===== config.mk =====
export PLATFORM = sky130hd
export DESIGN_NAME = ws2812_frame_sched
export DESIGN_NICKNAME = d
export VERILOG_FILES = /design/src/rtl/ws2812_frame_sched.sv
export SDC_FILE = /design/constraint.sdc
export NUM_CORES = 1
export LEC_CHECK = 0
export CAP_MARGIN = 20
export CORE_AREA = 4 4 197 199
export CTS_CLUSTER_DIAMETER = 150
export DETAILED_ROUTE_END_ITERATION = 8
export DIE_AREA = 0 0 201 203
export PLACE_DENSITY = 0.82
export SKIP_CTS_REPAIR_TIMING = 1
export SLEW_MARGIN = 20
export SYNTH_ARGS = -nofsm -noshare
export SYNTH_HDL_FRONTEND = slang
export SYNTH_SLANG_ARGS = --single-unit

===== constraint.sdc =====
create_clock -name clk -period 9.5 [get_ports clk]
set_input_delay 1.9 -clock clk [delete_from_list [all_inputs] [get_ports clk]]
set_output_delay 1.9 -clock clk [all_outputs]
set_load 0.05 [all_outputs]

===== src/rtl/ws2812_frame_sched.sv =====
// WS2812 frame scheduler: walks a pixel RAM, hands brightness-scaled pixels to a
// bit serializer, then holds the line-reset (latch) period and optionally repeats.
module ws2812_frame_sched #(
    parameter int NUM_LEDS     = 8,
    parameter int RESET_CYCLES = 15000,
    parameter int GAP_CYCLES   = 50000
) (
    input  logic                        clk,
    input  logic                        rst,
    input  logic                        wr_en,
    input  logic [$clog2(NUM_LEDS)-1:0] wr_addr,
    input  logic [23:0]                 wr_rgb,
    input  logic [7:0]                  brightness,
    input  logic                        start,
    input  logic                        auto_en,
    input  logic                        tx_done,
    output logic                        tx_start,
    output logic [23:0]                 tx_rgb,
    output logic                        line_reset,
    output logic                        busy,
    output logic                        frame_done
);

    localparam int AW      = $clog2(NUM_LEDS);
    localparam int CNT_MAX = (RESET_CYCLES > GAP_CYCLES) ? RESET_CYCLES : GAP_CYCLES;
    localparam int CW      = $clog2(CNT_MAX + 1);

    localparam logic [AW-1:0] IDX_LAST   = AW'(NUM_LEDS - 1);
    localparam logic [CW-1:0] LATCH_LAST = CW'(RESET_CYCLES - 1);
    localparam logic [CW-1:0] GAP_LAST   = CW'(GAP_CYCLES);

    localparam logic [1:0] ST_IDLE  = 2'd0;
    localparam logic [1:0] ST_SEND  = 2'd1;
    localparam logic [1:0] ST_LATCH = 2'd2;
    localparam logic [1:0] ST_GAP   = 2'd3;

    logic [23:0]   ram_q [NUM_LEDS];

    logic [1:0]    state_q,      state_d;
    logic [AW-1:0] idx_q,        idx_d;
    logic [CW-1:0] cnt_q,        cnt_d;
    logic [7:0]    bright_q,     bright_d;
    logic          tx_start_q,   tx_start_d;
    logic [23:0]   tx_rgb_q,     tx_rgb_d;
    logic          frame_done_q, frame_done_d;

    logic [AW-1:0] idx_next;
    logic          launch;

    function automatic logic [7:0] scale_ch(input logic [7:0] c, input logic [7:0] b);
        logic [15:0] prod;
        prod = {8'd0, c} * ({8'd0, b} + 16'd1);
        return prod[15:8];
    endfunction

    function automatic logic [23:0] scale_rgb(input logic [23:0] px, input logic [7:0] b);
        return {scale_ch(px[23:16], b), scale_ch(px[15:8], b), scale_ch(px[7:0], b)};
    endfunction

    // Pixel RAM: writable in every state; out-of-range addresses are dropped.
    // NOTE: the array is plain flops, so it takes the async reset like any other register.
    always_ff @(posedge clk or posedge rst) begin
        if (rst) begin
            for (int i = 0; i < NUM_LEDS; i++) begin
                ram_q[i] <= '0;
            end
        end else if (wr_en && (int'(wr_addr) < NUM_LEDS)) begin
            ram_q[wr_addr] <= wr_rgb;
        end
    end

    assign idx_next = idx_q + AW'(1);

    always_comb begin
        // NOTE: every next-state signal gets a default first so no path leaves one unassigned (no latches).
        state_d      = state_q;
        idx_d        = idx_q;
        cnt_d        = cnt_q;
        bright_d     = bright_q;
        tx_start_d   = 1'b0;
        tx_rgb_d     = tx_rgb_q;
        frame_done_d = 1'b0;
        launch       = 1'b0;

        case (state_q)
            ST_IDLE: begin
                if (start || auto_en) begin
                    launch = 1'b1;
                end
            end
            ST_SEND: begin
                if (tx_done) begin
                    if (idx_q == IDX_LAST) begin
                        state_d = ST_LATCH;
                        cnt_d   = '0;
                    end else begin
                        idx_d      = idx_next;
                        tx_start_d = 1'b1;
                        tx_rgb_d   = scale_rgb(ram_q[idx_next], bright_q);
                    end
                end
            end
            ST_LATCH: begin
                if (cnt_q == LATCH_LAST) begin
                    cnt_d        = '0;
                    frame_done_d = 1'b1;
                    state_d      = auto_en ? ST_GAP : ST_IDLE;
                end else begin
                    cnt_d = cnt_q + CW'(1);
                end
            end
            default: begin
                // GAP spans the frame_done cycle plus GAP_CYCLES idle clocks.
                if (cnt_q == GAP_LAST) begin
                    cnt_d = '0;
                    if (auto_en) begin
                        launch = 1'b1;
                    end else begin
                        state_d = ST_IDLE;
                    end
                end else begin
                    cnt_d = cnt_q + CW'(1);
                end
            end
        endcase

        // Frame start scales pixel 0 with the live brightness, which is latched in the same edge.
        if (launch) begin
            state_d    = ST_SEND;
            idx_d      = '0;
            cnt_d      = '0;
            bright_d   = brightness;
            tx_start_d = 1'b1;
            tx_rgb_d   = scale_rgb(ram_q[0], brightness);
        end
    end

    // NOTE: sequential state uses non-blocking assignments so every flop samples pre-edge values.
    always_ff @(posedge clk or posedge rst) begin
        if (rst) begin
            state_q      <= ST_IDLE;
            idx_q        <= '0;
            cnt_q        <= '0;
            bright_q     <= '0;
            tx_start_q   <= 1'b0;
            tx_rgb_q     <= '0;
            frame_done_q <= 1'b0;
        end else begin
            state_q      <= state_d;
            idx_q        <= idx_d;
            cnt_q        <= cnt_d;
            bright_q     <= bright_d;
            tx_start_q   <= tx_start_d;
            tx_rgb_q     <= tx_rgb_d;
            frame_done_q <= frame_done_d;
        end
    end

    assign tx_start   = tx_start_q;
    assign tx_rgb     = tx_rgb_q;
    assign frame_done = frame_done_q;
    assign line_reset = (state_q == ST_LATCH);
    assign busy       = (state_q != ST_IDLE);

endmodule


==> results.md, run 1 <==
Drt:
- The number of nets still failing antenna checks after routing is 0.
- The pre-antenna-repair detailed-routing pass consisted of 5 iterations.
- The routed design has approximately 57 mm of wire.
- The via density per instance is 6.031.
- The per-cell routed wire length is roughly 21 um.
- The via count is 16719.
- The first routing iteration left around 1300 violations.
- The residual DRC count is 0.

Synth:
- Synthesis inferred approximately 250 register bits.
- Dividing the synthesized area by the synthesized cell count gives 10.49 sq um.
- The net count of the mapped netlist is 2730.
- The register area share after synthesis is about a quarter.
- The netlist uses 67 different library cells.
- In the synthesized netlist, the number of instances is 2246.
- The most used flip-flop cell after synthesis is sky130_fd_sc_hd__dfrtp_1.
- The mapped netlist covers 0.02356 sq mm.
- Counting flops with an async set or reset pin after synthesis yields a share of between 90% and 100%.
- Counting flops with a built-in enable in the synthesized netlist gives 0.
- The Yosys step of the flow raised 0 warnings.

Timing:
- The final count of hold timing violations is 0.
- The clock period could shrink to 7476 ps.
- The final setup skew is 11.10 ps.
- The number of pins exceeding their max-slew limit in the final report is 0.
- The final sum of negative setup slack is 0 ps.
- The transition time at the pin with the least slew margin is 1029 ps.
- Setup repair after global routing left no endpoint under its margin.
- In the finished design, the share of the clock period the worst path needs comes to roughly four fifths.
- The max-slew headroom at the worst pin is 29.44%.
- Setup violations remaining at the end of the flow were counted as 0.
- The maximum frequency from static timing analysis is around 130 MHz.

Clocking:
- The cell sitting at the root of the clock tree is a sky130_fd_sc_hd__clkbuf_16.
- Counting the buffers created by CTS gives 26.
- The clock tree from TritonCTS is yes.
- Clock latency on the worst-skew pair, taken at its later pin, is between 500 and 600 ps.
- The TritonCTS sink count is 247.
- The H-tree depth reported by CTS is 1.
- After clock tree synthesis, the clock-pin slew on the worst setup and hold paths is 60 ps.
- The maximum clock path buffer count is 3.

Die:
- The die covers 0.04080 sq mm.
- The starting utilization of the core area is a little over three fifths.
- The core area is about 0.037 sq mm.
- The die width is between 200 and 250 um.
- In this run the vertical extent of the chip is ~200 um.
- The number of standard-cell rows in the floorplan is 71.
- Pin placement for this block handled 69 I/O pins.

Global route:
- The wire length of the first global-routing pass is 93.83 mm.
- The total global routing track utilization is ~29%.
- The number of antenna violations at the first check in global routing is 1.
- The total congestion overflow is 0.
- Entering global routing, the biggest net connects 114 pins.
- The number of global-route vias before repair is 17950.

Place:
- The count of input and output buffers is 68.
- Detailed placement ended at an HPWL of 41.67 mm.
- The last weighted congestion value of the routability-driven placer is 0.9169.

Cells and area:
- Summing all multi-input logic gate instances after layout gives 0.01595 sq mm.
- Fill cells in the final layout number 2584.
- The final design utilization is 69.20%.
- The area growth from synthesis to layout is 9.314%.
- Summing all flip-flop and latch instances after layout gives ~0.0062 sq mm.
- The number of antenna cells inserted is 0.
- In the final design database the tool counted 2764 nets.
- Of the cells placed in the final design, the portion with a size suffix greater than 1 is 16.36%.

Worst setup path:
- Walking the worst path, the cells encountered are clkdlybuf4s50_1 -> buf_4 -> nand3_1 -> xor2_2 -> buf_4 -> nor2b_1 -> fa_1 -> fa_1 -> inv_1 -> fa_1 -> fa_1 -> inv_1 -> ha_1 -> nor3_1 -> o31ai_1 -> a31oi_1 -> o211ai_1 -> a31o_2 -> a21oi_1 -> xnor2_1 -> mux2i_1 -> a211oi_1.
- The critical-path maximum fanout is 24.
- The largest single stage delay on the critical path is just over 700 ps.
- The number of buffer and inverter stages on the critical path is 5.
- The critical path in this run is classified as in2reg.
- The cell occurring most often along the worst timing path is sky130_fd_sc_hd__fa_1.
- The cell family contributing the most delay on the critical path is adder cells.
- The cell type of the slowest stage on the worst timing path is sky130_fd_sc_hd__xor2_2.
- The endpoint class of the critical path is a flop.
- The data arrival time of the critical path is just under 8000 ps.
- The data required time of the worst path is ~10000 ps.
- The kind of start point of the critical path is an input port.

Run status:
- The flow ran to the end, and the final reports show no timing, DRC or antenna violations.

Flow run:
- Max-cap violations in this run came to 0.

Worst hold path:
- In this run the worst hold path is classified as reg2reg.
## logic make-up (layout without fill, tap and decap cells)
kind of cell | after synthesis | after routing | synth area share, %
AOI/OAI and AO/OA | 143 | 143 | 3.983
xor gates and xnor gates | 78 | 78 | 2.899
adders and majority gates | 443 | 443 | 31.17
buffers and inverters | 405 | 457 | 6.521
DFF | 247 | 247 | 26.23
muxes | 267 | 267 | 15.02
and+or+nand+nor | 663 | 663 | 14.17
## cell type report
| cell class | instances | area share, % |
|---|---|---|
| timing repair buffer | 112 | 3.925 |
| tap | 474 | 2.303 |
| sequential | 247 | 24.00 |
| clock buffer | 36 | 2.866 |
| inverter | 299 | 4.386 |
| clock inverter | 10 | 0.6121 |
| multi-input combinational | 1594 | 61.91 |
## through the flow
step           std cells  setup slack, ps  hold WS (ps)  area (sq um)
3_3_place_gp        2726             1784         479.1         24840
3_5_place_dp        2726             1592         487.3         24840
2_1_floorplan       2246            813.4         470.8         23560
4_1_cts             2772             1890         500.8         25740
5_1_grt             2772             1755         507.1         25760
6_report            2772             2024         499.0         25760
## cells in the final DEF (no fill, tap or decap), types with 36 or more instances in the layout
master / instances
sky130_fd_sc_hd__xnor2_1: 38
sky130_fd_sc_hd__mux4_2: 42
sky130_fd_sc_hd__ha_1: 202
sky130_fd_sc_hd__dfrtp_1: 246
sky130_fd_sc_hd__inv_1: 297
sky130_fd_sc_hd__nor2b_1: 98
sky130_fd_sc_hd__fa_1: 240
sky130_fd_sc_hd__a21oi_1: 36
sky130_fd_sc_hd__nand2_1: 109
sky130_fd_sc_hd__and2_1: 89
sky130_fd_sc_hd__mux2_2: 192
sky130_fd_sc_hd__buf_4: 44
sky130_fd_sc_hd__nor2_1: 206
sky130_fd_sc_hd__clkdlybuf4s50_1: 68
## cell usage after synthesis, types with 27 or more instances
| cell | number | area, sq um |
|---|---|---|
| sky130_fd_sc_hd__inv_1 | 298 | 1119 |
| sky130_fd_sc_hd__dfrtp_1 | 247 | 6181 |
| sky130_fd_sc_hd__fa_1 | 240 | 4805 |
| sky130_fd_sc_hd__nor2_1 | 206 | 773.2 |
| sky130_fd_sc_hd__ha_1 | 203 | 2540 |
| sky130_fd_sc_hd__mux2_2 | 192 | 2162 |
| sky130_fd_sc_hd__nand2_1 | 109 | 409.1 |
| sky130_fd_sc_hd__nor2b_1 | 98 | 613.1 |
| sky130_fd_sc_hd__clkbuf_1 | 93 | 349.1 |
| sky130_fd_sc_hd__and2_1 | 89 | 556.8 |
| sky130_fd_sc_hd__xnor2_1 | 43 | 376.6 |
| sky130_fd_sc_hd__mux4_2 | 42 | 945.9 |
| sky130_fd_sc_hd__a21oi_1 | 36 | 180.2 |
| sky130_fd_sc_hd__xor2_1 | 35 | 306.5 |
| sky130_fd_sc_hd__nand3_1 | 33 | 165.2 |
| sky130_fd_sc_hd__o21ai_0 | 27 | 135.1 |
| sky130_fd_sc_hd__or2_2 | 27 | 168.9 |
## state kept, by name, summed over array words and instances, names as in the netlist
name / cells
bright_q: 8
cnt_q: 16
frame_done: 1
idx_q: 3
ram_q: 192
state_q: 2
tx_rgb: 24
tx_start: 1
## per-layer routing
metal / vias up / global-route usage [%] / part of all wire (%)
li1: 7377 / - / -
met1: 8604 / 37.77 / 41
met2: 607 / 49.12 / 49
met3: 129 / 4.217 / 6.9
met4: 2 / 9.366 / 3.4
met5: - / 0 / 0.014
## worst paths after layout
path | startpoint | end | slack, ps | depth (start not counted)
min reg2reg | ram_q[104]$_DFFE_PP0P_ | ram_q[104]$_DFFE_PP0P_ | 500 | 1
min | ram_q[104]$_DFFE_PP0P_ | ram_q[104]$_DFFE_PP0P_ | 500 | 1
min in group asynchronous | rst | ram_q[74]$_DFFE_PP0P_ | 1860 | 2
max in group asynchronous | rst | tx_start$_DFF_PP0_ | 6110 | 3
max reg2reg | idx_q[0]$_DFFE_PP0P_ | tx_rgb[15]$_DFFE_PP0P_ | 2050 | 19
max | brightness[0] | tx_rgb[23]$_DFFE_PP0P_ | 2020 | 22
Power of run 1 is not shown: default switching activity piles up to over one toggle a cycle in this logic, so the estimate is an artifact.
==> run 2: changes to the inputs <==
Settings changed: CORE_AREA 4 4 197 199 to 4 4 207 209, DIE_AREA 0 0 201 203 to 0 0 211 213, PLACE_DENSITY 0.82 to 0.78.
Clock period 9.5 ns to 6.8 ns, I/O delays scaled along.
==> run 2 against run 1 <==
  * Die area grew 10%
  * Utilization shrank 4.8 points
  * Via count grew 0.82%
  * Worst setup slack lost 1700 ps
  * Largest cell class unchanged
==> results.md, run 2 (synthesis results as in run 1) <==
Die:
- The boundary pin count is 69 (unchanged).
- The area enclosed by the die boundary came to 0.04494 sq mm (was 0.04080 sq mm).
- The core area came to 0.04083 sq mm (was 0.03722 sq mm).
- The starting utilization of the core area is 57.71% (was 63.30%).
- The chip height is 213 um (was 203 um).
- The die width came to 211 um (was 201 um).
- The number of standard-cell rows in the floorplan came to 74 (was 71).

Worst hold path:
- The count of cells along the worst hold path came to 1 (unchanged).
- The endpoint of the worst hold-timing path was ram_q[95]$_DFFE_PP0P_ (was ram_q[104]$_DFFE_PP0P_).
- The classification of the worst-slack hold path is reg2reg (unchanged).
- The source of the worst hold timing path is ram_q[95]$_DFFE_PP0P_ (was ram_q[104]$_DFFE_PP0P_).

Clocking:
- The CTS root buffer was sky130_fd_sc_hd__clkbuf_16 (unchanged).
- The number of buffers inserted during clock tree synthesis is 26 (unchanged).
- The TritonCTS sink count is 247 (unchanged).
- The clock tree from TritonCTS is yes (unchanged).
- The clock latency at the later pin of the worst-skew pair was 570 ps (about the same).
- The maximum clock path buffer count was 3 (unchanged).
- The H-tree depth reported by CTS came to 1 (unchanged).
- The clock-pin slew reported for the worst setup and hold paths after clock tree synthesis came to 60 ps (about the same).

Worst setup path:
- The startpoint of the worst-slack reg-to-reg timing path is idx_q[0]$_DFFE_PP0P_ (unchanged).
- The data arrival time of the critical path is 6920 ps (was 7950 ps).
- The data required time of the worst path is 7220 ps (was 9970 ps).
- The path type of the worst setup path is reg2reg (was in2reg).
- The critical-path maximum fanout is 27 (was 24).
- The worst reg-to-reg path cell count is 21 (was 19).
- The worst-case register-to-register setup slack came to 310 ps (was 2050 ps).
- The capturing point of the worst reg2reg path is tx_rgb[22]$_DFFE_PP0P_ (was tx_rgb[15]$_DFFE_PP0P_).
- The kind of start point of the critical path is a flop (was input port).
- The endpoint class of the critical path is a flop (unchanged).

Drt:
- The per-cell routed wire length came to 20.35 um (was 20.69 um).
- The number of optimization iterations in the first detailed-route pass is 5 (unchanged).
- The via count was 16856 (was 16719).
- The total wire length is 58.58 mm (was 57.36 mm).
- The via density per instance is 5.855 (was 6.031).
- The residual DRC count is 0 (unchanged).
- The DRC marker count from the first detailed-route iteration was 1176 (was 1282).
- The number of nets still failing antenna checks after routing is 0 (unchanged).

Place:
- The count of input and output buffers is 68 (unchanged).
- The number of instances in the placed design came to 2830 (was 2726).
- The total cell area at the placement stage came to 0.02534 sq mm (was 0.02484 sq mm).
- The detailed placer's ending HPWL came to 44.59 mm (was 41.67 mm).
- The last weighted congestion value of the routability-driven placer is 0.9317 (was 0.9169).

Flow run:
- The count of max-cap constraint violations is 0 (unchanged).

Global route:
- The wire length of the first global-routing pass is 96.72 mm (was 93.83 mm).
- The number of global-route vias before repair is 18345 (was 17950).
- The total congestion overflow is 0 (unchanged).
- The pin count of the biggest net entering global routing is 85 (was 114).
- The total global routing track utilization came to 26.99% (was 28.58%).
- The number of antenna violations at the first check in global routing was 3 (was 1).

Cells and area:
- The finished layout cell area is 0.02628 sq mm (was 0.02576 sq mm).
- Commonest cells after routing, fill and taps aside: sky130_fd_sc_hd__inv_1, sky130_fd_sc_hd__dfrtp_1, sky130_fd_sc_hd__fa_1 (unchanged).
- The final-stage net count is 2810 (was 2764).
- The final non-filler cell total was 2879 (was 2772).
- The fraction of final layout cells sized beyond drive strength 1 is 17.90% (was 16.36%).
- The top register by number of flip-flops is ram_q (unchanged).
- The area growth from synthesis to layout is 11.54% (was 9.314%).
- The flip-flop count of the largest register, all copies and words added is 192 (unchanged).
- The final design utilization is 64.37% (was 69.20%).
- The most common cell after layout, fill and taps aside was sky130_fd_sc_hd__inv_1 (unchanged).

Timing:
- The transition time at the pin with the least slew margin is 955.3 ps (was 1029 ps).
- The number of pins exceeding their max-slew limit in the final report is 0 (unchanged).
- The final count of hold timing violations is 0 (unchanged).
- The worst path uses 95.50% of the clock period.
- RSZ-0062 raised after global routing: false (unchanged).
- The max-slew headroom at the worst pin is 36.31% (was 29.44%).
- The maximum frequency from static timing analysis is 154.0 MHz.
- The post-layout minimum cycle time is 6494 ps.
- The final setup skew is 13.37 ps (was 11.10 ps).
- The final count of negative-setup-slack endpoints came to 0 (unchanged).
- The final sum of negative setup slack is 0 ps (unchanged).

Run status:
- Outcome: completed (unchanged).
## run 2: cell types whose count changed in the layout (fill, tap and decap cells not counted), moves of 2 or more
cell	previous run	this run
sky130_fd_sc_hd__buf_12	0	7
sky130_fd_sc_hd__buf_4	44	81
sky130_fd_sc_hd__buf_6	0	2
sky130_fd_sc_hd__clkbuf_1	5	3
sky130_fd_sc_hd__clkbuf_8	5	7
sky130_fd_sc_hd__clkinv_4	0	3
sky130_fd_sc_hd__mux2i_1	21	26
sky130_fd_sc_hd__mux2i_2	6	1
## run 2: worst max-delay path, stage by stage, from the launching register on
cell and delay [ps]:
sky130_fd_sc_hd__dfrtp_2 440, sky130_fd_sc_hd__ha_2 360, sky130_fd_sc_hd__buf_12 210, sky130_fd_sc_hd__mux4_2 330, sky130_fd_sc_hd__mux2i_1 430, sky130_fd_sc_hd__nor2_1 140
sky130_fd_sc_hd__fa_1 460, sky130_fd_sc_hd__fa_1 490, sky130_fd_sc_hd__inv_1 50, sky130_fd_sc_hd__fa_1 520, sky130_fd_sc_hd__inv_1 50, sky130_fd_sc_hd__fa_1 430
sky130_fd_sc_hd__ha_1 310, sky130_fd_sc_hd__inv_1 50, sky130_fd_sc_hd__or4_1 510, sky130_fd_sc_hd__or3_1 410, sky130_fd_sc_hd__o21ai_1 340, sky130_fd_sc_hd__a211oi_2 170
sky130_fd_sc_hd__o21bai_1 250, sky130_fd_sc_hd__a21oi_2 130, sky130_fd_sc_hd__xor2_1 150, sky130_fd_sc_hd__o221ai_1 130
## run 2: routing by layer
metal	wire, um	up-vias	part of all wire (%)	GRT usage [%]
li1	-	7480	-	-
met1	23550	8659	40	34.86
met2	28310	569	48	45.14
met3	4329	144	7.4	5.951
met4	2359	4	4.0	10.04
met5	30	-	0.051	0
## run 2: worst max-delay path by stage
stage          slack [ps]                 start                      to
6_report              310  idx_q[0]$_DFFE_PP0P_  tx_rgb[22]$_DFFE_PP0P_
5_1_grt                 6         brightness[0]   tx_rgb[5]$_DFFE_PP0P_
4_1_cts               200  idx_q[0]$_DFFE_PP0P_  tx_rgb[15]$_DFFE_PP0P_
3_5_place_dp         -160         brightness[0]   tx_rgb[5]$_DFFE_PP0P_
3_3_place_gp          -10         brightness[0]   tx_rgb[5]$_DFFE_PP0P_
2_1_floorplan          40  idx_q[0]$_DFFE_PP0P_  tx_rgb[15]$_DFFE_PP0P_
## run 2: area by class of cell
class                           instances  area [sq um]
Antenna cell                            1         2.502
Clock buffer                           36         758.2
Clock inverter                         12         175.2
Fill cell                            3035         14550
Inverter                              299          1126
Multi-Input combinational cell       1594         15920
Sequential cell                       247          6182
Tap cell                              532         665.6
Timing Repair Buffer                  158          1451
## run 2: metrics by stage
| step | hold WS [ps] | worst slack (ps) |
|---|---|---|
| floorplan | 470.8 | 37.66 |
| global placement | 478.6 | -9.808 |
| detailed placement | 487.9 | -158.3 |
| CTS | 502.2 | 199.4 |
| global route | 509.1 | 5.805 |
| finish | 499.4 | 305.9 |
Power of run 2 is left out for the same reason.
==> run 3: changes to the inputs <==
Clock period 6.8 ns to 5.7 ns, I/O delays scaled along.
==> run 3 against run 2 <==
  * The run now ends with setup timing left
  * Critical path type unchanged
  * Critical path depth grew 1
  * Via count rose by 3.3%
  * Global-route usage is 0.31 points lower
  * Clock skew shrank 4.5 ps
  * Final cell count is 5.5% higher
  * Utilization increased by 5.0 points
  * Largest cell class unchanged
  * Hold slack got worse by 1.4 ps
  * Count of clock-buffer cells in the layout grew 3
  * Cell area up 7.8%
  * Register-to-register slack got worse by 540 ps
  * Non-clock buffer count is 158 higher
  * Sequential share of layout area shrank 1.7 points
==> results.md, run 3 (synthesis results as in run 1) <==
Run status:
- Outcome: finished with violations (was completed).
- The checks that failed: setup timing.

Worst setup path:
- The cell occurring most often along the worst timing path is sky130_fd_sc_hd__fa_1 (unchanged).
- The kind of start point of the critical path is a flop (unchanged).
- The data required time of the worst path was 6180 ps (was 7220 ps).
- Worst-path cell chain: ha_4 -> ha_4 -> buf_12 -> buf_6 -> mux2i_4 -> buf_12 -> or2_4 -> fa_1 -> fa_1 -> inv_1 -> fa_1 -> inv_1 -> fa_1 -> inv_2 -> ha_4 -> a2111oi_4 -> nand3_2 -> a221o_1 -> a41o_1 -> o41a_1 -> and3_1 -> nor3_2 (was ha_2 -> buf_12 -> mux4_2 -> mux2i_1 -> nor2_1 -> fa_1 -> fa_1 -> inv_1 -> fa_1 -> inv_1 -> fa_1 -> ha_1 -> inv_1 -> or4_1 -> or3_1 -> o21ai_1 -> a211oi_2 -> o21bai_1 -> a21oi_2 -> xor2_1 -> o221ai_1).
- The worst reg-to-reg path cell count is 22 (was 21).
- The startpoint of the worst-slack reg-to-reg timing path is idx_q[0]$_DFFE_PP0P_ (unchanged).
- The worst-case register-to-register setup slack was -230 ps (was 310 ps).
- The critical-path maximum fanout is 5 (was 27).
- The path type of the worst setup path is reg2reg (unchanged).
- The cell type of the slowest stage on the worst timing path is sky130_fd_sc_hd__fa_1 (unchanged).
- The data arrival time of the critical path was 6410 ps (was 6920 ps).
- The delay of the slowest critical-path stage is 530 ps (was 520 ps).
- The endpoint class of the critical path is a flop (unchanged).
- The capturing point of the worst reg2reg path is tx_rgb[15]$_DFFE_PP0P_ (was tx_rgb[22]$_DFFE_PP0P_).

Global route:
- The number of antenna violations at the first check in global routing is 1 (was 3).
- The number of global-route vias before repair is 18597 (was 18345).
- The wire length of the first global-routing pass is 95.85 mm (was 96.72 mm).
- The met1 track demand over resource is 34.42% (was 34.86%).
- The total congestion overflow came to 0 (unchanged).
- The busiest layer in global routing is met2 (unchanged).
- The total global routing track utilization is 26.68% (was 26.99%).
- The met2 track demand over resource in global routing is 45.35% (was 45.14%).
- The met3 track utilization from global routing was 4.731% (was 5.951%).
- The pin count of the biggest net entering global routing is 137 (was 85).

Clocking:
- The H-tree depth reported by CTS is 1 (unchanged).
- The maximum clock path buffer count is 3 (unchanged).
- The TritonCTS sink count is 247 (unchanged).
- The number of buffers inserted during clock tree synthesis came to 27 (was 26).
- The clock latency at the later pin of the worst-skew pair is 560 ps (was 570 ps).
- The CTS root buffer is sky130_fd_sc_hd__clkbuf_16 (unchanged).
- The clock-pin slew reported for the worst setup and hold paths after clock tree synthesis is 60 ps (about the same).
- The clock tree from TritonCTS is yes (unchanged).

Worst hold path:
- The classification of the worst-slack hold path is reg2reg (unchanged).
- The count of cells along the worst hold path came to 1 (unchanged).
- The source of the worst hold timing path is ram_q[15]$_DFFE_PP0P_ (was ram_q[95]$_DFFE_PP0P_).
- The endpoint of the worst hold-timing path is ram_q[15]$_DFFE_PP0P_ (was ram_q[95]$_DFFE_PP0P_).

Die:
- The chip height is 213 um (unchanged).
- The number of standard-cell rows in the floorplan is 74 (unchanged).
- The area enclosed by the die boundary is 0.04494 sq mm (unchanged).
- The core area is 0.04083 sq mm (unchanged).
- The die width is 211 um (unchanged).
- The starting utilization of the core area is 57.71% (unchanged).
- The boundary pin count came to 69 (unchanged).

Cells and area:
- The flip-flop count of the largest register, all copies and words added is 192 (unchanged).
- The area growth from synthesis to layout is 20.19% (was 11.54%).
- The final non-filler cell total is 3038 (was 2879).
- The final-stage net count is 2969 (was 2810).
- Commonest cells after routing, fill and taps aside: sky130_fd_sc_hd__inv_1, sky130_fd_sc_hd__dfrtp_1, sky130_fd_sc_hd__fa_1 (unchanged).
- The most common cell after layout, fill and taps aside is sky130_fd_sc_hd__inv_1 (unchanged).
- The fraction of final layout cells sized beyond drive strength 1 is 26.27% (was 17.90%).
- The top register by number of flip-flops is ram_q (unchanged).
- The final design utilization is 69.36% (was 64.37%).

Timing:
- The final sum of negative setup slack is -1341 ps (was 0 ps).
- The post-layout worst setup margin is -233.9 ps (was 305.9 ps).
- The post-route worst hold slack is 498.0 ps (was 499.4 ps).
- RSZ-0062 raised after global routing: true (was false).
- The final count of negative-setup-slack endpoints is 15 (was 0).
- The maximum frequency from static timing analysis is 168.5 MHz (was 154.0 MHz).
- The transition time at the pin with the least slew margin is 943.4 ps (was 955.3 ps).
- The final count of hold timing violations came to 0 (unchanged).
- The max-slew headroom at the worst pin was 36.98% (was 36.31%).
- The number of pins exceeding their max-slew limit in the final report was 0 (unchanged).
- The final setup skew is 8.889 ps (was 13.37 ps).
- The post-layout minimum cycle time is 5934 ps (was 6494 ps).
- The part of the cycle the worst path needs is 104.1% (was 95.50%).

Drt:
- The number of nets still failing antenna checks after routing is 0 (unchanged).
- The DRC marker count from the first detailed-route iteration is 1342 (was 1176).
- The via count is 17420 (was 16856).
- The total wire length came to 61.12 mm (was 58.58 mm).
- The number of optimization iterations in the first detailed-route pass is 5 (unchanged).
- The residual DRC count is 0 (unchanged).
- The via density per instance came to 5.734 (was 5.855).
- The per-cell routed wire length is 20.12 um (was 20.35 um).

Flow run:
- The count of max-cap constraint violations was 0 (unchanged).

Place:
- The number of instances in the placed design is 2957 (was 2830).
- The count of input and output buffers was 68 (unchanged).
- The last weighted congestion value of the routability-driven placer is 0.8975 (was 0.9317).
- The detailed placer's ending HPWL is 45.45 mm (was 44.59 mm).
run 3: cell count changes in the layout (fill, tap and decap cells not counted), sizes merged:
cell	delta
buf	+157
clkdlybuf4s50	-7
clkinv	-7
dlymetal6s2s	+6
clkbuf	+5
inv	+4
clkinvlp	+2
bufinv	-1
run 3: worst max path at each step:
stage                                    start                     end  slack, ps  depth (start not counted)
after floorplan                  brightness[4]  tx_rgb[23]$_DFFE_PP0P_        -20                         21
after global placement           brightness[0]   tx_rgb[5]$_DFFE_PP0P_       -860                         22
after detailed placement         brightness[0]   tx_rgb[5]$_DFFE_PP0P_      -1050                         22
after CTS                        brightness[0]   tx_rgb[5]$_DFFE_PP0P_       -480                         22
after global routing      idx_q[0]$_DFFE_PP0P_  tx_rgb[15]$_DFFE_PP0P_       -430                         22
final                     idx_q[0]$_DFFE_PP0P_  tx_rgb[15]$_DFFE_PP0P_       -230                         22
run 3: critical path: cells and delay by family (launching register included):
family / cells / cell delay, ps
flops: 1 / 460
mux: 1 / 180
simple gates: 4 / 750
compound gates: 4 / 1260
buf+inv: 6 / 550
fa+ha+maj: 7 / 2650
run 3: per-layer routing:
| layer | up-vias | part of all wire, % | wire (um) |
|---|---|---|---|
| met4 | 0 | 4.0 | 2464 |
| met1 | 8857 | 40 | 24560 |
| met2 | 606 | 49 | 30140 |
| met5 | - | 0 | 0 |
| met3 | 151 | 6.5 | 3950 |
| li1 | 7806 | - | - |
run 3: metrics by stage:
step           setup WS [ps]  cell area [sq um]
2_1_floorplan         -24.18              23930
3_3_place_gp          -858.2              26610
3_5_place_dp           -1048              26610
4_1_cts               -476.5              27530
5_1_grt               -427.8              28320
6_report              -233.9              28320
run 3: layout make-up:
cell class,instances,area [sq um]
Multi-Input combinational cell,1594,16520
Sequential cell,247,6182
Inverter,299,1126
Fill cell,2818,12510
Clock inverter,10,132.6
Clock buffer,39,780.7
Antenna cell,1,2.502
Timing Repair Buffer,316,2907
Tap cell,532,665.6
Power of run 3 is left out for the same reason.
==> variant 1 (flow settings as in run 3) <==
Take the reset off `tx_rgb_q` and load it in a clocked block of its own.
--- a/src/rtl/ws2812_frame_sched.sv
+++ b/src/rtl/ws2812_frame_sched.sv
@@ -143,7 +143,6 @@
             cnt_q        <= '0;
             bright_q     <= '0;
             tx_start_q   <= 1'b0;
-            tx_rgb_q     <= '0;
             frame_done_q <= 1'b0;
         end else begin
             state_q      <= state_d;
@@ -151,9 +150,12 @@
             cnt_q        <= cnt_d;
             bright_q     <= bright_d;
             tx_start_q   <= tx_start_d;
-            tx_rgb_q     <= tx_rgb_d;
             frame_done_q <= frame_done_d;
         end
+    end
+
+    always_ff @(posedge clk) begin
+        tx_rgb_q <= tx_rgb_d;
     end
 
     assign tx_start   = tx_start_q;
Check against the original RTL: not equivalent (a bounded check fails within 4 cycles, from zero or initial values and one cycle with rst high; the reset may be asserted at any time).
==> variant 1 against run 3 <==
- the run still ends with negative setup slack left
- synthesized area up 0.42%
- worst setup slack got worse by 0.16 ns
- sequential cell count unchanged
- routed wire length down 2.7%
- cell count is 0.46% lower
- final area grew 0.54%
- critical endpoint is now tx_rgb[22]
Power is left out: the tool's default activity adds up to more than one toggle a clock period on the data nets, which glitch-free logic cannot reach.
==> variant 1: results (changes against run 3) <==
synth top area cells = dfrtp_1 (24%), fa_1 (20%), ha_1 (11%)
xor and xnor area share after synthesis = 0.02591 (-0.003084)
share of cells above drive strength 1 = 0.2779 (+0.01524)
CP Max Fanout = 4 (-1)
Setup Skew = 0.01606 ns (+0.007166 ns)
DRT iter0 DRCs = 1202 (-10%)
violated checks = negative setup slack
status = finished, violations left
Mapped Cells = 2226 (-0.89%)
Wirelength per Cell = 19.67 um (-2.2%)
Least-Margin Pin Slew = 0.9809 ns (+0.03748 ns)
first-pass GRT wire length = 94.38 mm (-1.5%)
max incr delay on CP = 0.59 ns (+0.06 ns)
ys async rst share = 0.9028 (-0.09717)
Pre-Repair DR Iteration Count = 6 (+1)
Synth Area in Compound Gates = 0.04230 (+0.002475)
number of global-route vias before repair = 18495 (-0.55%)
Adder-Cell Fraction of Synth Area = 0.3104 (-0.001319)
most frequent cells after synthesis = inv_1 (303), fa_1 (240), dfrtp_1 (223)
hold_sp = ram_q[12]
final worst slack = -0.3934 ns (-0.1595 ns)
R2R depth = 19 (-14%)
Post-Place Cells = 2942 (-0.51%)
reg-to-reg critical path endpoint = tx_rgb[22]
sequential area share after synthesis = 0.2663 (+0.003966)
# setup viols final = 16 (+1)
Post-synth EDFFs = 24 (+24)
gpl congestion = 0.8787 (-2.1%)
GRT Util Overall = 0.2613 (-0.005424)
Worst-Skew Late Latency = 0.57 ns
routed vias = 17094 (-1.9%)
mux contribution to synthesized area = 0.1509 (+0.0006336)
Critical Path AT = 6.40 ns (about the same)
Place WS = -1.061 ns (-0.01295 ns)
-- variant 1: how the worst max path moves through the flow --
stage | start | to | slack [ns] | depth (start not counted)
after global routing | idx_q[0] | tx_rgb[20] | -0.50 | 20
after floorplan | brightness[0] | tx_rgb[23] | -0.36 | 20
after global placement | brightness[1] | tx_rgb[23] | -0.93 | 19
after detailed placement | brightness[1] | tx_rgb[23] | -1.06 | 18
final | idx_q[0] | tx_rgb[22] | -0.39 | 19
after CTS | brightness[1] | tx_rgb[23] | -0.52 | 18
-- variant 1: cells by family after synthesis --
kind of cell,after synthesis
fa+ha+maj,443
flops,247
mux,271
buf+inv,407
compound gates,141
xor+xnor,70
simple gates,647
-- variant 1: area by class of cell --
type | count | area, um2
antenna | 2 | 5.005
multi-input combinational | 1572 | 16580
clock inverter | 12 | 156.4
inverter | 304 | 1145
tap | 532 | 665.6
timing repair buffer | 319 | 2825
clock buffer | 36 | 790.8
sequential | 247 | 6305
fill | 2790 | 12360
-- variant 1: per-stage QoR --
step,area [um2],hold WS (ns),TNS [ns]
finish,28470,0.5023,-3.409
global route,28470,0.5082,-6.303
CTS,27480,0.5012,-6.433
detailed placement,26530,0.4878,-17.37
global placement,26530,0.4788,-14.79
floorplan,23920,0.4708,-0.4905
-- variant 1: metal layers --
layer	track usage	routed length [um]
met4	0.06819	1483
met2	0.4364	29080
met3	0.05657	4323
met1	0.3518	24590
met5	0	13
==> variant 2 (flow settings as in run 3) <==
Made on the original files. Change the parameter `RESET_CYCLES` from 15000 to 30000.
--- a/src/rtl/ws2812_frame_sched.sv
+++ b/src/rtl/ws2812_frame_sched.sv
@@ -2,7 +2,7 @@
 // bit serializer, then holds the line-reset (latch) period and optionally repeats.
 module ws2812_frame_sched #(
     parameter int NUM_LEDS     = 8,
-    parameter int RESET_CYCLES = 15000,
+    parameter int RESET_CYCLES = 30000,
     parameter int GAP_CYCLES   = 50000
 ) (
     input  logic                        clk,
Function: not settled (the Yosys comparison gave no result); the edit may change what the design does.
==> variant 2 against run 3 <==
- the flow still finishes with violations (negative setup slack)
- die area stayed put
- worst setup slack lost 0.25 ns
- sequential cell count is the same
- routed wire length fell by 0.65%
- synthesized area is 0.61% higher
- final area grew 0.14%
Power is left out: the tool's default activity adds up to more than one toggle a clock period on the data nets, which glitch-free logic cannot reach.
==> variant 2: results (changes against run 3) <==
number of global-route vias before repair = 19160 (+3.0%)
Worst-Skew Late Latency = 0.56 ns (about the same)
status = finished, violations left
fill count = 2855 (+1.3%)
Synth Area in Compound Gates = 0.04565 (+0.005828)
sequential area share after synthesis = 0.2607 (-0.001592)
gpl congestion = 0.9493 (+5.8%)
max incr delay on CP = 0.51 ns (-0.02 ns)
kind of cell adding the most delay to the critical path = adder cells
DP HPWL = 46.23 mm (+1.7%)
Place WS = -0.8832 ns (+0.1646 ns)
Worst Hold Class = reg2reg
CTS Root Cell = clkbuf_16
most frequent cells after synthesis = inv_1 (297), dfrtp_1 (247), fa_1 (240)
Num CTS Buffers = 26 (-3.7%)
Cells on Worst Hold Path = 1 (unchanged)
synth top area cells = dfrtp_1 (26%), fa_1 (20%), ha_1 (11%)
mux contribution to synthesized area = 0.1494 (-0.0008590)
Least-Margin Pin Slew = 0.8703 ns (-0.07309 ns)
# setup viols final = 22 (+7)
post-synthesis cell type count = 79 (+18%)
Pre-Repair DR Iteration Count = 5 (unchanged)
ys async rst share = 1.000 (unchanged)
most frequent cell after synthesis = inv_1
Adder-Cell Fraction of Synth Area = 0.3098 (-0.001892)
DRT iter0 DRCs = 1202 (-10%)
initial antenna violation count = 0 (-1)
Nets = 2999 (+1.0%)
Synth Net Count = 2739 (+0.33%)
port buffer count = 68 (unchanged)
routed vias = 17516 (+0.55%)
Sum Neg Setup Slack = -6.471 ns (-5.129 ns)
CP Max Fanout = 9 (+4)
Wirelength per Cell = 19.81 um (-1.5%)
GRT Util Overall = 0.2751 (+0.008332)
violated checks = negative setup slack
first-pass GRT wire length = 98.97 mm (+3.3%)
largest net degree at the start of global routing = 157 (+15%)
yosys warns = 0 (unchanged)
xor and xnor area share after synthesis = 0.02882 (-0.0001760)
share of cells above drive strength 1 = 0.2625 (about the same)
R2R depth = 21 (-4.5%)
Setup Skew = 0.01478 ns (+0.005890 ns)
antenna cells = 0 (-1)
final worst slack = -0.4861 ns (-0.2523 ns)
Largest register FFs = 192 (unchanged)
Critical-path top delay cell = dfrtp_4
variant 2: changes by cell type in the layout (fill, tap and decap cells not counted), moves of 7 or more:
cell     delta
xnor2_1     +9
o21ai_0     +8
nor2_1     +21
and3_1      -9
o21ai_1     -7
nor3_1      -9
a21o_1      +8
buf_4      +32
nor2b_1    -16
variant 2: kinds of logic (layout without fill, tap and decap cells):
family | after synthesis | count (layout)
AND/OR/NAND/NOR | 658 | 658
adder cells (fa/ha/maj) | 443 | 443
buffers and inverters | 405 | 683
multiplexers | 264 | 264
flip-flops | 247 | 247
AO/OA/AOI/OAI | 160 | 160
XOR/XNOR | 78 | 78
variant 2: final cells by class:
cell class | instances | area [um2] | area share
multi-input cells | 1603 | 16510 | 0.5823
flip-flops and latches | 247 | 6185 | 0.2181
repair buffers | 339 | 3019 | 0.1065
inverters | 298 | 1122 | 0.03957
clock buffers | 36 | 718.2 | 0.02532
well taps | 532 | 665.6 | 0.02347
clock inverters | 10 | 135.1 | 0.004765
variant 2: routing by layer:
metal / up-vias / global-route usage / wire, um
li1: 7894 / - / -
met1: 8978 / 0.3587 / 24770
met2: 511 / 0.4756 / 30280
met3: 133 / 0.03614 / 3413
met4: 0 / 0.1011 / 2258
met5: - / 0 / 0
variant 2: per-stage QoR:
stage | utilization | area [um2] | cells | hold WS, ns
floorplan | - | 24080 | 2255 | 0.4658
finish | 0.6946 | 28360 | 3065 | 0.4975
global placement | 0.6636 | 27090 | 3006 | 0.4792
CTS | 0.6845 | 27950 | 3052 | 0.5018
detailed placement | 0.6636 | 27090 | 3006 | 0.4872
global route | 0.6946 | 28360 | 3065 | 0.5110
variant 2: final timing paths:
kind	startpoint	endpoint	slack (ns)
setup / recovery	idx_q[0]	tx_rgb[15]	-0.49
hold / removal	ram_q[47]	ram_q[47]	0.50
setup reg to reg	idx_q[0]	tx_rgb[15]	-0.49
hold reg to reg	ram_q[47]	ram_q[47]	0.50
max in group asynchronous	rst	cnt_q[0]	3.55
min in group asynchronous	rst	ram_q[140]	1.11
